--- src/rtl/cond_pkg.sv ---
// Shared encodings for the conditional-execution stage and the instruction controller.
package cond_pkg;

  localparam logic [3:0] COND_EQ = 4'b0000;
  localparam logic [3:0] COND_NE = 4'b0001;
  localparam logic [3:0] COND_CS = 4'b0010;
  localparam logic [3:0] COND_CC = 4'b0011;
  localparam logic [3:0] COND_MI = 4'b0100;
  localparam logic [3:0] COND_PL = 4'b0101;
  localparam logic [3:0] COND_VS = 4'b0110;
  localparam logic [3:0] COND_VC = 4'b0111;
  localparam logic [3:0] COND_HI = 4'b1000;
  localparam logic [3:0] COND_LS = 4'b1001;
  localparam logic [3:0] COND_GE = 4'b1010;
  localparam logic [3:0] COND_LT = 4'b1011;
  localparam logic [3:0] COND_GT = 4'b1100;
  localparam logic [3:0] COND_LE = 4'b1101;
  localparam logic [3:0] COND_AL = 4'b1110;

  localparam logic [2:0] ALU_ADD = 3'b000;
  localparam logic [2:0] ALU_SUB = 3'b001;
  localparam logic [2:0] ALU_AND = 3'b010;
  localparam logic [2:0] ALU_ORR = 3'b011;
  localparam logic [2:0] ALU_EOR = 3'b101;
  localparam logic [2:0] ALU_MVN = 3'b110;

  localparam logic [1:0] OP_DP  = 2'b00;
  localparam logic [1:0] OP_MEM = 2'b01;
  localparam logic [1:0] OP_BR  = 2'b10;

  typedef struct packed {
    logic n;
    logic z;
    logic c;
    logic v;
  } flags_t;

endpackage

--- src/rtl/cond_check.sv ---
// Combinational evaluation of an ARM condition field against a flag set.
module cond_check
  import cond_pkg::*;
(
  input  logic [3:0] Cond,
  input  flags_t     flags,
  output logic       CondEx
);

  logic ge;

  assign ge = (flags.n == flags.v);

  always_comb begin
    CondEx = 1'b1;
    unique case (Cond)
      COND_EQ: CondEx = flags.z;
      COND_NE: CondEx = ~flags.z;
      COND_CS: CondEx = flags.c;
      COND_CC: CondEx = ~flags.c;
      COND_MI: CondEx = flags.n;
      COND_PL: CondEx = ~flags.n;
      COND_VS: CondEx = flags.v;
      COND_VC: CondEx = ~flags.v;
      COND_HI: CondEx = flags.c & ~flags.z;
      COND_LS: CondEx = ~flags.c | flags.z;
      COND_GE: CondEx = ge;
      COND_LT: CondEx = ~ge;
      COND_GT: CondEx = ~flags.z & ge;
      COND_LE: CondEx = flags.z | ~ge;
      default: CondEx = 1'b1;
    endcase
  end

endmodule

--- src/rtl/cond_logic.sv ---
// Conditional-execution stage: NZCV register, enable gating and exec/squash counters.
module cond_logic
  import cond_pkg::*;
#(
  parameter int unsigned CNT_W = 16
) (
  input  logic             clk,
  input  logic             reset,
  input  logic             instr_valid,
  input  logic [3:0]       Cond,
  input  logic [1:0]       Op,
  input  logic             S,
  input  logic [2:0]       ALUControl,
  input  logic [3:0]       ALUFlagOut,
  input  logic             PCSrc,
  input  logic             we,
  input  logic             we3,
  input  logic             clr_cnt,
  output logic             PCSrc_g,
  output logic             we_g,
  output logic             we3_g,
  output logic             CondEx,
  output logic [3:0]       Flags,
  output logic [CNT_W-1:0] exec_cnt,
  output logic [CNT_W-1:0] squash_cnt
);

  flags_t             flags_q, flags_d;
  flags_t             alu_flags;
  logic [1:0]         flag_w;
  logic               fire;
  logic [CNT_W-1:0]   exec_q, exec_d;
  logic [CNT_W-1:0]   squash_q, squash_d;

  cond_check u_cond_check (
    .Cond   (Cond),
    .flags  (flags_q),
    .CondEx (CondEx)
  );

  assign alu_flags = flags_t'(ALUFlagOut);
  assign flag_w[1] = (Op == OP_DP) & S;
  assign flag_w[0] = flag_w[1] & ((ALUControl == ALU_ADD) | (ALUControl == ALU_SUB));

  // reset is folded in so enables drop immediately while reset is held low
  assign fire    = CondEx & instr_valid & reset;
  assign PCSrc_g = PCSrc & fire;
  assign we_g    = we & fire;
  assign we3_g   = we3 & fire;

  always_comb begin
    flags_d = flags_q;
    if (instr_valid && CondEx) begin
      if (flag_w[1]) begin
        flags_d.n = alu_flags.n;
        flags_d.z = alu_flags.z;
      end
      if (flag_w[0]) begin
        flags_d.c = alu_flags.c;
        flags_d.v = alu_flags.v;
      end
    end
  end

  always_comb begin
    exec_d   = exec_q;
    squash_d = squash_q;
    if (clr_cnt) begin
      exec_d   = '0;
      squash_d = '0;
    end else if (instr_valid) begin
      if (CondEx) begin
        if (exec_q != '1) exec_d = exec_q + CNT_W'(1);
      end else begin
        if (squash_q != '1) squash_d = squash_q + CNT_W'(1);
      end
    end
  end

  always_ff @(posedge clk) begin
    if (!reset) begin
      flags_q  <= '0;
      exec_q   <= '0;
      squash_q <= '0;
    end else begin
      flags_q  <= flags_d;
      exec_q   <= exec_d;
      squash_q <= squash_d;
    end
  end

  assign Flags      = flags_q;
  assign exec_cnt   = exec_q;
  assign squash_cnt = squash_q;

endmodule

--- config.mk ---
export PLATFORM = sky130hd
export DESIGN_NAME = cond_logic
export DESIGN_NICKNAME = d
export VERILOG_FILES = /design/src/rtl/cond_pkg.sv /design/src/rtl/cond_check.sv /design/src/rtl/cond_logic.sv
export SDC_FILE = /design/constraint.sdc
export NUM_CORES = 1
export LEC_CHECK = 0
export ABC_AREA = 0
export BUFFER_PORTS_ARGS = -buffer_cell sky130_fd_sc_hd__clkbuf_2
export CAP_MARGIN = 20
export CORE_MARGIN = 2
export CORE_UTILIZATION = 40
export DETAILED_ROUTE_END_ITERATION = 10
export GPL_TIMING_DRIVEN = 0
export PLACE_DENSITY = 0.66
export SLEW_MARGIN = 5
export SYNTH_ARGS = -nofsm -noshare
export SYNTH_HDL_FRONTEND = slang
export SYNTH_HIERARCHICAL = 1
export SYNTH_SLANG_ARGS = --single-unit
export TNS_END_PERCENT = 10
--- constraint.sdc ---
create_clock -name clk -period 7.8 [get_ports clk]
set_clock_uncertainty 0.15 [all_clocks]
set_input_delay 0.78 -clock clk [delete_from_list [all_inputs] [get_ports clk]]
set_output_delay 0.78 -clock clk [all_outputs]
set_load 0.03 [all_outputs]
Yosys cells after proc, flatten, opt, wreduce, memory -nomap -nowiden
Index checks and enable logic that the tools add are counted.
{ "op_classes": {"n_addsub": 2, "n_eq_ne": 17, "n_mux": 1, "bitwise_logic": 19, "reduce_logical": 9} }
{ "op_table": {"columns": ["op", "count"], "rows": [
  ["$add 16x1->16 const B", 2],
  ["$ne 16x16->1 const B", 2],
  ["$eq 4x4->1 const B", 6],
  ["$eq 4x3->1 const B", 4],
  ["$pmux 1 s14", 1],
  ["$and 1x1->1", 9],
  ["$eq 4x2->1 const B", 2],
  ["$not 1->1", 7],
  ["$reduce_and 3->1", 2],
  ["$eq 4x1->1 const B", 1],
  ["$logic_not 4->1", 1],
  ["$reduce_and 2->1", 2],
  ["$eq 3x1->1 const B", 1],
  ["$logic_not 3->1", 1],
  ["$or 1x1->1", 3],
  ["$logic_not 2->1", 1],
  ["$reduce_or 2->1", 1],
  ["$eq 1x1->1", 1],
  ["$logic_and 1x1->1", 1]
]} }
{ "totals": {"reg_bits": 36, "in_bits": 21, "output_inout_bits": 40} }

Longest topological paths before layout
{ "depth": {"word_depth": 7, "mapped_depth": 10, "depth_no_buf": 8} }

Modules after synthesis
The synthesis kept the hierarchy.
{ "modules_own_cells": {"columns": ["mod", "n_inst", "cells_each", "area_per_inst_um2", "seq_area_each_um2"], "rows": [
  ["cond_logic", 1, 229, 1913.1, 720.7],
  ["cond_check", 1, 23, 165.2, 0.0]
]} }

Least setup slack after synthesis
OpenSTA, ideal clock, no wires.
{ "synth_path": {"path_kind": "input port to output port", "start": "input Cond[3]", "end": "output PCSrc_g", "arrival_time_ns": 2.366, "required_ns": 6.870, "slack_ns": 4.504, "path_stages": 7, "path_cell_list": "buf_2 > and3b_1 > a22oi_2 > xnor2_1 > a211o_1 > and2_0 > and3_1"} }
{ "synth_between": {"elab_chain_cells": 5} }
{ "synth_rtl": {"columns": ["item", "line_no", "source"], "rows": [
  ["start: declaration", "cond_logic.sv:10", "input logic [3:0] Cond,"],
  ["$eq 4x4->1, or another cell as far along", "cond_check.sv:16", "unique case (Cond)"],
  ["$pmux 1 s14 *", "cond_check.sv:16", null],
  ["via CondEx", "cond_logic.sv:22", "output logic CondEx,"],
  ["$and 1x1->1 * (2 in a row)", "cond_logic.sv:46", "assign fire = CondEx & instr_valid & reset;"],
  ["$and 1x1->1 *", "cond_logic.sv:47", "assign PCSrc_g = PCSrc & fire;"],
  ["end: declaration", "cond_logic.sv:19", "output logic PCSrc_g,"]
]} }
Mark *: on every way through the listed nets, which the timed path passes. The rest lies on a longest branch.

Worst setup path in the final report
{ "layout_path": {"start": "input Cond[1]", "end": "output we_g"} }
{ "layout_between": {"elab_chain_cells": 5} }
{ "layout_rtl": {"columns": ["item", "line_no", "source"], "rows": [
  ["$eq 4x4->1, or another cell as far along", "cond_check.sv:16", null],
  ["$pmux 1 s14 *", "cond_check.sv:16", null],
  ["$and 1x1->1 * (2 in a row)", "cond_logic.sv:46", null],
  ["$and 1x1->1 *", "cond_logic.sv:48", "assign we_g = we & fire;"],
  ["end: declaration", "cond_logic.sv:20", "output logic we_g,"]
]} }
Mark *: on every way between the ends. The rest lies on a longest branch, timed or not.

==> results.tsv <==
stage	metric	value	unit
die	rows	26	
drt	wl	5380	µm
layout	final_common_cell	clkbuf_2	
setup_path	worstPathArrival	2.49	ns
timing	tns	0	ns
drt	viasPerCell	5.68	
synth	yosys-top-cells-area	dfxtp_1 35%, nand2_1 4.9%, mux2i_1 4.3%	
setup_path	crit_family	simple AND/OR/NAND/NOR gates	
grt	track_usage	0.192	
synth	yosysTopAreaCell	dfxtp_1	
grt	antenna_found_initial	0	
clock_network	post-cts-setup-buffer-count	0	
drt	dr.first_iter.drc_count	103	
clock_network	cts_tree	built	
power_and_ir_drop	power.density	135	nW/µm²
setup_path	path_cells	clkbuf_2 -> mux2i_1 -> xnor2_1 -> o32ai_1 -> a211o_1 -> and2_0 -> and3_1 -> clkbuf_2	
setup_path	critPathBufInv	2	
placed_design	gp_congestion	0.805	
synth	syn_avg_cell_area	8.25	µm²
grt	grt_max_degree	11	
die	die_x	76.1	µm
clock_network	cts_hold_buf	0	
setup_path	crit_type	input port to output port	
grt	overflow	0	
clock_network	path_clk_slew	0.06	ns
clock_network	cts_made_buffers	5	
synth	syn_area	2080	µm²
setup_path	worstPathMaxFanout	8	
layout	post-route-util	0.499	
layout	antenna_cells	0	
setup_path	slowest_delay	0.34	ns
layout	area_delta_synth_final	21.9	%
grt	grt_pass1_wl	9240	µm
layout	nets	340	
synth	synth.net_count	275	
grt	first_global_vias	1956	
drt	vias	2200	
timing	fmaxAchievable	0.292	GHz
synth	synthDistinctLibCells	48	
drt	ant_nets	0	
clock_network	clock_sinks	36	
synth	ys_ff_latch	36	
clock_network	clock_path_buffers	2	
placed_design	io_buffer_count	58	
synth	synth_edf_count	0	
synth	yosys_warnings	6	
power_and_ir_drop	power.static_leakage	0.000950	µW
setup_path	endpoint_kind	output port	
setup_path	crit_top_cell	clkbuf_2	
timing	maxSlewHeadroom	0.384	
timing	rsz0062_at_grt	no	
layout	final_cell_mix	58 x clkbuf_2, 36 x dfxtp_1, 27 x nand2_1	
timing	hold_violations	0	
synth	synth_top_area_frac	0.347	
timing	worstMarginPinSlew	0.915	ns
drt	drc	0	
synth	async_reset_ff_frac	0	
run_status	status	finished clean	
clock_network	root_buffer	clkbuf_8	
min_path	hold_path.class	flop to flop	
layout	drive_above_1_share	0.233	
clock_network	cts-htree-levels	2	
flow_run	drv_cap	0	
setup_path	slowest_stage	and2_0	
die	core	5070	µm²
clock_network	cts-resized-gates	0	
synth	synth_ff_type	dfxtp_1	
die	dieHeight	76.1	µm
timing	fin_crit_sh	0.438	
synth	postSynthCellCount	252	
timing	report.final.slew_viol_count	0	
synth	ys_seq_area_frac	0.347	
setup_path	start_kind	input port	
die	pin_count	61	
clock_network	clk-insertion-delay-late	0.29	ns
die	start_util	0.410	
power_and_ir_drop	irDropWorstVdd	0.0000745	V
timing	finalSetupViolCount	0	
timing	min_period	3.42	ns
setup_path	required	6.87	ns
drt	drt_first_pass_iters	4	
die	dieArea	5790	µm²
placed_design	dp_hpwl	4010	µm
drt	wl_per_cell	13.9	µm
## worst paths after layout
check | slack, ns | from | depth (start not counted) | endpoint
worst max-delay path | 4.38 | Cond[1] | 8 | we_g
worst min-delay path | 0.36 | Flags[1]$_SDFFE_PN0P_ | 2 | Flags[1]$_SDFFE_PN0P_
worst max register to register | 4.91 | Flags[3]$_SDFFE_PN0P_ | 8 | squash_cnt[14]$_SDFFE_PP0P_
worst min register to register | 0.36 | Flags[1]$_SDFFE_PN0P_ | 2 | Flags[1]$_SDFFE_PN0P_
## flip-flops by register name, summed over array words and instances (netlist names)
| name | count |
|---|---|
| Flags | 4 |
| squash_cnt | 16 |
| exec_cnt | 16 |
## cells in the mapped netlist, drive strengths merged, types with 5 or more instances
master	count
and3	7
nor4	9
clkbuf	7
o21ai	7
nand2	27
o41ai	5
or3	8
a31oi	6
and4	6
nor3	8
nor2	11
nand4	13
nand3	12
dfxtp	36
a21oi	17
nor2b	5
mux2i	9
nand2b	9
## logic make-up after synthesis
group,share of synthesized area
and+or+nand+nor,0.367
AOI/OAI and AO/OA,0.193
DFF,0.347
buffers and inverters,0.0211
muxes,0.0433
xor gates and xnor gates,0.0169
adders and majority gates,0.0120
## worst register-to-register path, delay by kind of cell (launching register included)
kind	cells	cell delay, ns
xor gates and xnor gates	2	0.29
and+or+nand+nor	3	1.27
AOI/OAI and AO/OA	3	0.63
DFF	1	0.48
## layout make-up
cell class | instances | area, µm²
plain buffers | 9 | 36.3
clock buffers | 6 | 72.6
clock inverters | 1 | 5.00
fillers | 553 | 2540
inverters | 2 | 7.51
multi-input cells | 205 | 1310
flip-flops and latches | 36 | 721
well taps | 70 | 87.6
repair buffers | 58 | 290
## metal layers
layer / GRT usage / vias to the layer above / share of wire
met5: 0 / - / 0
met4: 0.0509 / 0 / 0.011
met3: 0.0509 / 6 / 0.054
met2: 0.313 / 59 / 0.48
met1: 0.253 / 1022 / 0.46
li1: - / 1113 / -
## power breakdown
group / switching (µW) / leakage [µW] / internal (µW)
Sequential: 0.987 / 0.000290 / 184
Combinational: 19.8 / 0.000619 / 12.1
Clock: 64.0 / 0.0000410 / 60.7
Total: 84.8 / 0.000950 / 257
## per-stage QoR
step                instances  area, µm²  hold WS [ns]  setup WS (ns)  power (µW)
floorplan                 252       2080         0.453           4.50         209
global placement          380       2460         0.345           4.37         221
detailed placement        380       2460         0.348           4.39         222
CTS                       387       2530         0.357           4.39         346
global route              387       2530         0.404           4.25         359
finish                    387       2530         0.358           4.38         342
Power figures use the tool's default switching activity.
